[src/rtl/shifter_arbiter_pkg.sv]
// Shared definitions for the shifter arbiter: widths, shift opcodes, FSM states
// and the captured-command payload. Also imported by the testbench.
package shifter_arbiter_pkg;

    localparam int unsigned DATA_W = 32;
    localparam int unsigned AMT_W  = 5;
    localparam int unsigned OP_W   = 2;

    localparam logic [OP_W-1:0] SHIFT_LSR = 2'b00;
    localparam logic [OP_W-1:0] SHIFT_ASR = 2'b01;
    localparam logic [OP_W-1:0] SHIFT_LSL = 2'b10;
    localparam logic [OP_W-1:0] SHIFT_ILL = 2'b11;

    typedef enum logic [1:0] {
        ST_IDLE = 2'd0,
        ST_EXEC = 2'd1,
        ST_RESP = 2'd2
    } state_t;

    // Command held in the operand registers while the shifter evaluates it
    typedef struct packed {
        logic [DATA_W-1:0] data;
        logic [OP_W-1:0]   op;
        logic [AMT_W-1:0]  amt;
        logic              id;
    } cmd_t;

endpackage

[src/rtl/shifter_arbiter_shifter.sv]
// Shared combinational barrel shifter. The illegal opcode passes the operand
// through; the arbiter is responsible for flagging it.
module Shifter
    import shifter_arbiter_pkg::*;
(
    input  logic [DATA_W-1:0] in,
    input  logic [OP_W-1:0]   shiftop,
    input  logic [AMT_W-1:0]  shiftamt,
    output logic [DATA_W-1:0] result
);

    always_comb begin
        result = in;
        case (shiftop)
            SHIFT_LSR: result = in >> shiftamt;
            SHIFT_ASR: result = DATA_W'($signed(in) >>> shiftamt);
            SHIFT_LSL: result = in << shiftamt;
            default:   result = in;
        endcase
    end

endmodule

[src/rtl/shifter_arbiter.sv]
// Round-robin sharing of one Shifter between two requesters, one command in
// flight, result returned on a registered response channel tagged with the ID.
module shifter_arbiter
    import shifter_arbiter_pkg::*;
(
    input  logic              clk,
    input  logic              reset,

    input  logic              req0_valid,
    output logic              req0_ready,
    input  logic [DATA_W-1:0] req0_in,
    input  logic [OP_W-1:0]   req0_op,
    input  logic [AMT_W-1:0]  req0_amt,

    input  logic              req1_valid,
    output logic              req1_ready,
    input  logic [DATA_W-1:0] req1_in,
    input  logic [OP_W-1:0]   req1_op,
    input  logic [AMT_W-1:0]  req1_amt,

    output logic              rsp_valid,
    input  logic              rsp_ready,
    output logic [DATA_W-1:0] rsp_result,
    output logic              rsp_id,
    output logic              rsp_err
);

    state_t            state_q, state_d;
    logic              last_grant_q, last_grant_d;
    cmd_t              cmd_q, cmd_d;
    logic              rsp_valid_q, rsp_valid_d;
    logic [DATA_W-1:0] rsp_result_q, rsp_result_d;
    logic              rsp_id_q, rsp_id_d;
    logic              rsp_err_q, rsp_err_d;

    logic [DATA_W-1:0] shift_res;
    logic              grant_id;

    Shifter u_shifter (
        .in       (cmd_q.data),
        .shiftop  (cmd_q.op),
        .shiftamt (cmd_q.amt),
        .result   (shift_res)
    );

    // Round-robin pick: on contention favour the requester not granted last
    always_comb begin
        grant_id = 1'b0;
        if (req0_valid && req1_valid) begin
            grant_id = ~last_grant_q;
        end else if (req1_valid) begin
            grant_id = 1'b1;
        end
    end

    // Ready is forced low while reset is asserted even though state already reads IDLE
    assign req0_ready = (state_q == ST_IDLE) && !reset && req0_valid && !grant_id;
    assign req1_ready = (state_q == ST_IDLE) && !reset && req1_valid &&  grant_id;

    assign rsp_valid  = rsp_valid_q;
    assign rsp_result = rsp_result_q;
    assign rsp_id     = rsp_id_q;
    assign rsp_err    = rsp_err_q;

    always_ff @(posedge clk or posedge reset) begin
        if (reset) begin
            state_q      <= ST_IDLE;
            last_grant_q <= 1'b1;
            cmd_q        <= '0;
            rsp_valid_q  <= 1'b0;
            rsp_result_q <= '0;
            rsp_id_q     <= 1'b0;
            rsp_err_q    <= 1'b0;
        end else begin
            state_q      <= state_d;
            last_grant_q <= last_grant_d;
            cmd_q        <= cmd_d;
            rsp_valid_q  <= rsp_valid_d;
            rsp_result_q <= rsp_result_d;
            rsp_id_q     <= rsp_id_d;
            rsp_err_q    <= rsp_err_d;
        end
    end

    always_comb begin
        state_d      = state_q;
        last_grant_d = last_grant_q;
        cmd_d        = cmd_q;
        rsp_valid_d  = rsp_valid_q;
        rsp_result_d = rsp_result_q;
        rsp_id_d     = rsp_id_q;
        rsp_err_d    = rsp_err_q;

        case (state_q)
            ST_IDLE: begin
                if (req0_ready || req1_ready) begin
                    cmd_d.data   = grant_id ? req1_in  : req0_in;
                    cmd_d.op     = grant_id ? req1_op  : req0_op;
                    cmd_d.amt    = grant_id ? req1_amt : req0_amt;
                    cmd_d.id     = grant_id;
                    last_grant_d = grant_id;
                    state_d      = ST_EXEC;
                end
            end
            ST_EXEC: begin
                rsp_id_d    = cmd_q.id;
                rsp_valid_d = 1'b1;
                if (cmd_q.op == SHIFT_ILL) begin
                    rsp_result_d = cmd_q.data;
                    rsp_err_d    = 1'b1;
                end else begin
                    rsp_result_d = shift_res;
                    rsp_err_d    = 1'b0;
                end
                state_d = ST_RESP;
            end
            ST_RESP: begin
                if (rsp_ready) begin
                    rsp_valid_d = 1'b0;
                    state_d     = ST_IDLE;
                end
            end
            default: state_d = ST_IDLE;
        endcase
    end

endmodule

[config.mk]
export PLATFORM = sky130hd
export DESIGN_NAME = shifter_arbiter
export DESIGN_NICKNAME = d
export VERILOG_FILES = /design/src/rtl/shifter_arbiter_pkg.sv /design/src/rtl/shifter_arbiter_shifter.sv /design/src/rtl/shifter_arbiter.sv
export SDC_FILE = /design/constraint.sdc
export NUM_CORES = 1
export LEC_CHECK = 0
export ABC_AREA = 1
export ABC_CLOCK_PERIOD_IN_PS = 2780
export BUFFER_PORTS_ARGS = -buffer_cell sky130_fd_sc_hd__clkbuf_2
export CAP_MARGIN = 20
export CORE_ASPECT_RATIO = 0.9
export CORE_MARGIN = 2
export CORE_UTILIZATION = 58
export CTS_CLUSTER_SIZE = 8
export DETAILED_ROUTE_END_ITERATION = 8
export PLACE_DENSITY = 0.82
export SYNTH_ARGS = -nofsm -noshare
export SYNTH_HDL_FRONTEND = slang
export SYNTH_SLANG_ARGS = --single-unit
[constraint.sdc]
create_clock -name clk -period 2.78 [get_ports clk]
set_input_delay 0.556 -clock clk [delete_from_list [all_inputs] [get_ports clk]]
set_output_delay 0.556 -clock clk [all_outputs]
set_load 0.05 [all_outputs]
==> flow_summary.toml <==
[finish]
drive_gt1_frac = 0.142
final_common_cell = "nand2_1"
fin_nets = 1377
num_antenna_cells = 0
area_delta_synth_final_pct = 13.0
final_cell_mix = "nand2_1, nand3_1, clkbuf_2, dfrtp_1, nor2_1"
fin_util = 0.666

[setup_path]
worstPathMaxFanout = 28
startpoint_type = "register"
worst-setup-path-type = "reg -> reg"
critPathCaptureType = "register"
required_ns = 3.07
arrival_ns = 2.62

[timing]
relSlewSlack = 0.484
drv_slew = 0
setup-tns-final_ns = 0
setup_viol = 0
hold_violations = 0
fin_ws_ns = 0.448
rsz0062_at_grt = "no"
finalCritPeriodShare = 0.839
skew_ns = 0.00661
worst_slew_pin_slew_ns = 0.773
fin_crit_ns = 2.33
clock.fmax_mhz = 429

[place]
port_buffers = 119
dp.final_hpwl_mm = 19.7
gp_congestion = 1.07
place_ws_ns = 0.561

[logic_synthesis]
yosys.area_share.xor_xnor = 0
synth-seq-cells = 78
synth_fa_ha_area_frac = 0
synth_top_family_by_area = "simple AND/OR/NAND/NOR gates"
synth.distinct_cells = 35
synth_nets = 1307
synth_compound_area_frac = 0.0927
synthSimpleGateAreaFrac = 0.540
syn-cell-area_mm2 = 0.00706
ys_seq_area_frac = 0.277
synth.mux.area_fraction = 0
syn_inst = 1224
yosys_warnings = 0
avgSynthCellArea_um2 = 5.77

[route]
ant_nets = 0
drt_iter0_markers = 1171
wire_per_inst_um = 17.9
viasPerCell = 6.06
drc_errors = 0
wl_mm = 26.2
drt_first_pass_iters = 6
via_count = 8845

[job]
cap_violations = 0

[power]
pwr-share-clk = 0.099
p_int_w = 0.00498
power_leakage_nw = 4.26
swShare = 0.609
ir_drop_v = 0.000821
p_seq_frac = 0.190
pwr-share-comb = 0.710
powerDensity_mw_per_mm2 = 1600
power_switching_w = 0.00775

[clock_tree]
cts_setup_buffers = 0
numCtsBuffers = 9
cts-resized-gates = 0
cts_tree = "yes"
cts-root-buf = "clkbuf_16"
clock_sinks = 78
clk_pin_slew_worst_paths_ns = 0.06
cts-htree-levels = 3
ctsHoldBuffers = 0
clk_path_buf_depth = 2
clock_latency_ns = 0.35

[global_routing]
grt_max_degree = 66
grtUsageMet3 = 0.0994
antenna_found_initial = 0
grt_pass1_vias = 8093
grt_use_met2 = 0.646
grt.met1_usage = 0.520
grt_first_pass_wirelength_mm = 41.6
grt.overflow.total = 0
grt_usage = 0.411
busiest_layer = "met2"

[die]
die_w_um = 120
die_height_um = 109
std_cell_rows = 38
ioPinCount = 120
start_util = 0.589
die_area_mm2 = 0.0131
core_area_mm2 = 0.0120

[status]
run_status = "completed"

[worst_hold_path]
hp-class = "in -> async"
[Yosys cell counts]
cell type	number	share of area
dfrtp_1	77	0.27
inv_1	45	0.024
buf_2	38	0.027
dfstp_2	1	0.0037
inv_2	7	0.0037
o211ai_1	3	0.0032
buf_6	4	0.0064
nor2_2	2	0.0018
nand3_2	1	0.0014
clkbuf_1	21	0.011
nand2_4	1	0.0016
o21ai_1	14	0.0099
a21oi_1	31	0.022
nand4_1	6	0.0053
nor2_1	68	0.036
nand3_1	306	0.22
buf_8	1	0.0021
inv_6	1	0.0012
nand2_1	497	0.26
a31oi_1	39	0.035
buf_4	4	0.0043
nand2_2	7	0.0062
buf_12	1	0.0028
nor2_4	2	0.0032
a21boi_0	1	0.0011
and2_1	1	0.00089
and2_0	1	0.00089
inv_4	1	0.00089
nor3_1	2	0.0014
buf_1	12	0.0064
o22ai_1	1	0.00089
o21ai_2	1	0.0012
o21ai_0	22	0.016
o21bai_1	4	0.0043
clkinv_1	1	0.00053
[routing by layer]
layer	wire, um	part of all wire	vias up
met5	0	0	-
li1	-	-	4196
met2	11400	0.43	614
met3	2920	0.11	115
met4	1680	0.064	0
met1	10200	0.39	3920
[path summary, 6_finish.rpt]
path | from | endpoint | slack (ns) | cells past startpoint
worst max-delay path | cmd_q[6] | rsp_result[8] | 0.45 | 7
worst min-delay path | reset | cmd_q[0] | 0.25 | 2
worst max register to register | cmd_q[6] | rsp_result[8] | 0.45 | 7
worst min register to register | last_grant_q | last_grant_q | 0.47 | 2
max in group asynchronous | reset | rsp_result[30] | 1.88 | 3
min in group clk | rsp_ready | state_q[1] | 0.42 | 2
[per-stage QoR]
step                hold WS [ns]  std cells  instance area [um^2]  total power, W
finish                     0.248       1459                  7980          0.0127
global route               0.309       1459                  7980          0.0137
CTS                        0.270       1459                  7980          0.0124
detailed placement         0.458       1443                  7660          0.0111
global placement           0.455       1443                  7660          0.0111
floorplan                  0.442       1224                  7060         0.00881
[area by class of cell]
| cell class | instances | area (um^2) |
|---|---|---|
| multi-input cells | 1010 | 4470 |
| fillers | 1207 | 4010 |
| flip-flops and latches | 78 | 1960 |
| repair buffers | 140 | 816 |
| clock buffers | 11 | 253 |
| inverters | 55 | 215 |
| well taps | 160 | 200 |
| clock inverters | 5 | 63.8 |
[logic make-up (layout without fill, tap and decap cells)]
kind of cell,Yosys count,in the layout
buf+inv,136,211
compound gates,116,116
flops,78,78
simple gates,894,894
[state kept, by name, summed over array words and instances, names as in the netlist]
| name | count |
|---|---|
| rsp_err | 1 |
| state_q | 2 |
| rsp_id | 1 |
| rsp_valid | 1 |
| cmd_q | 40 |
| last_grant_q | 1 |
| rsp_result | 32 |
[power by group through the flow]
stage	combinational [W]	clock, W	sequential [W]
3_5_place_dp	0.00870	0	0.00241
6_report	0.00904	0.00127	0.00242
4_1_cts	0.00875	0.00127	0.00240
3_3_place_gp	0.00866	0	0.00241
2_1_floorplan	0.00601	0	0.00280
5_1_grt	0.00990	0.00130	0.00246
[worst max-delay path, cell delays in order (launching register included)]
cell,delay (ns)
dfrtp_1,0.50
nand2_1,0.34
inv_2,0.30
nor2_2,0.42
inv_2,0.19
a21oi_1,0.26
nand2_1,0.15
nand3_1,0.10
No activity file was read; power rests on OpenSTA's default activity.
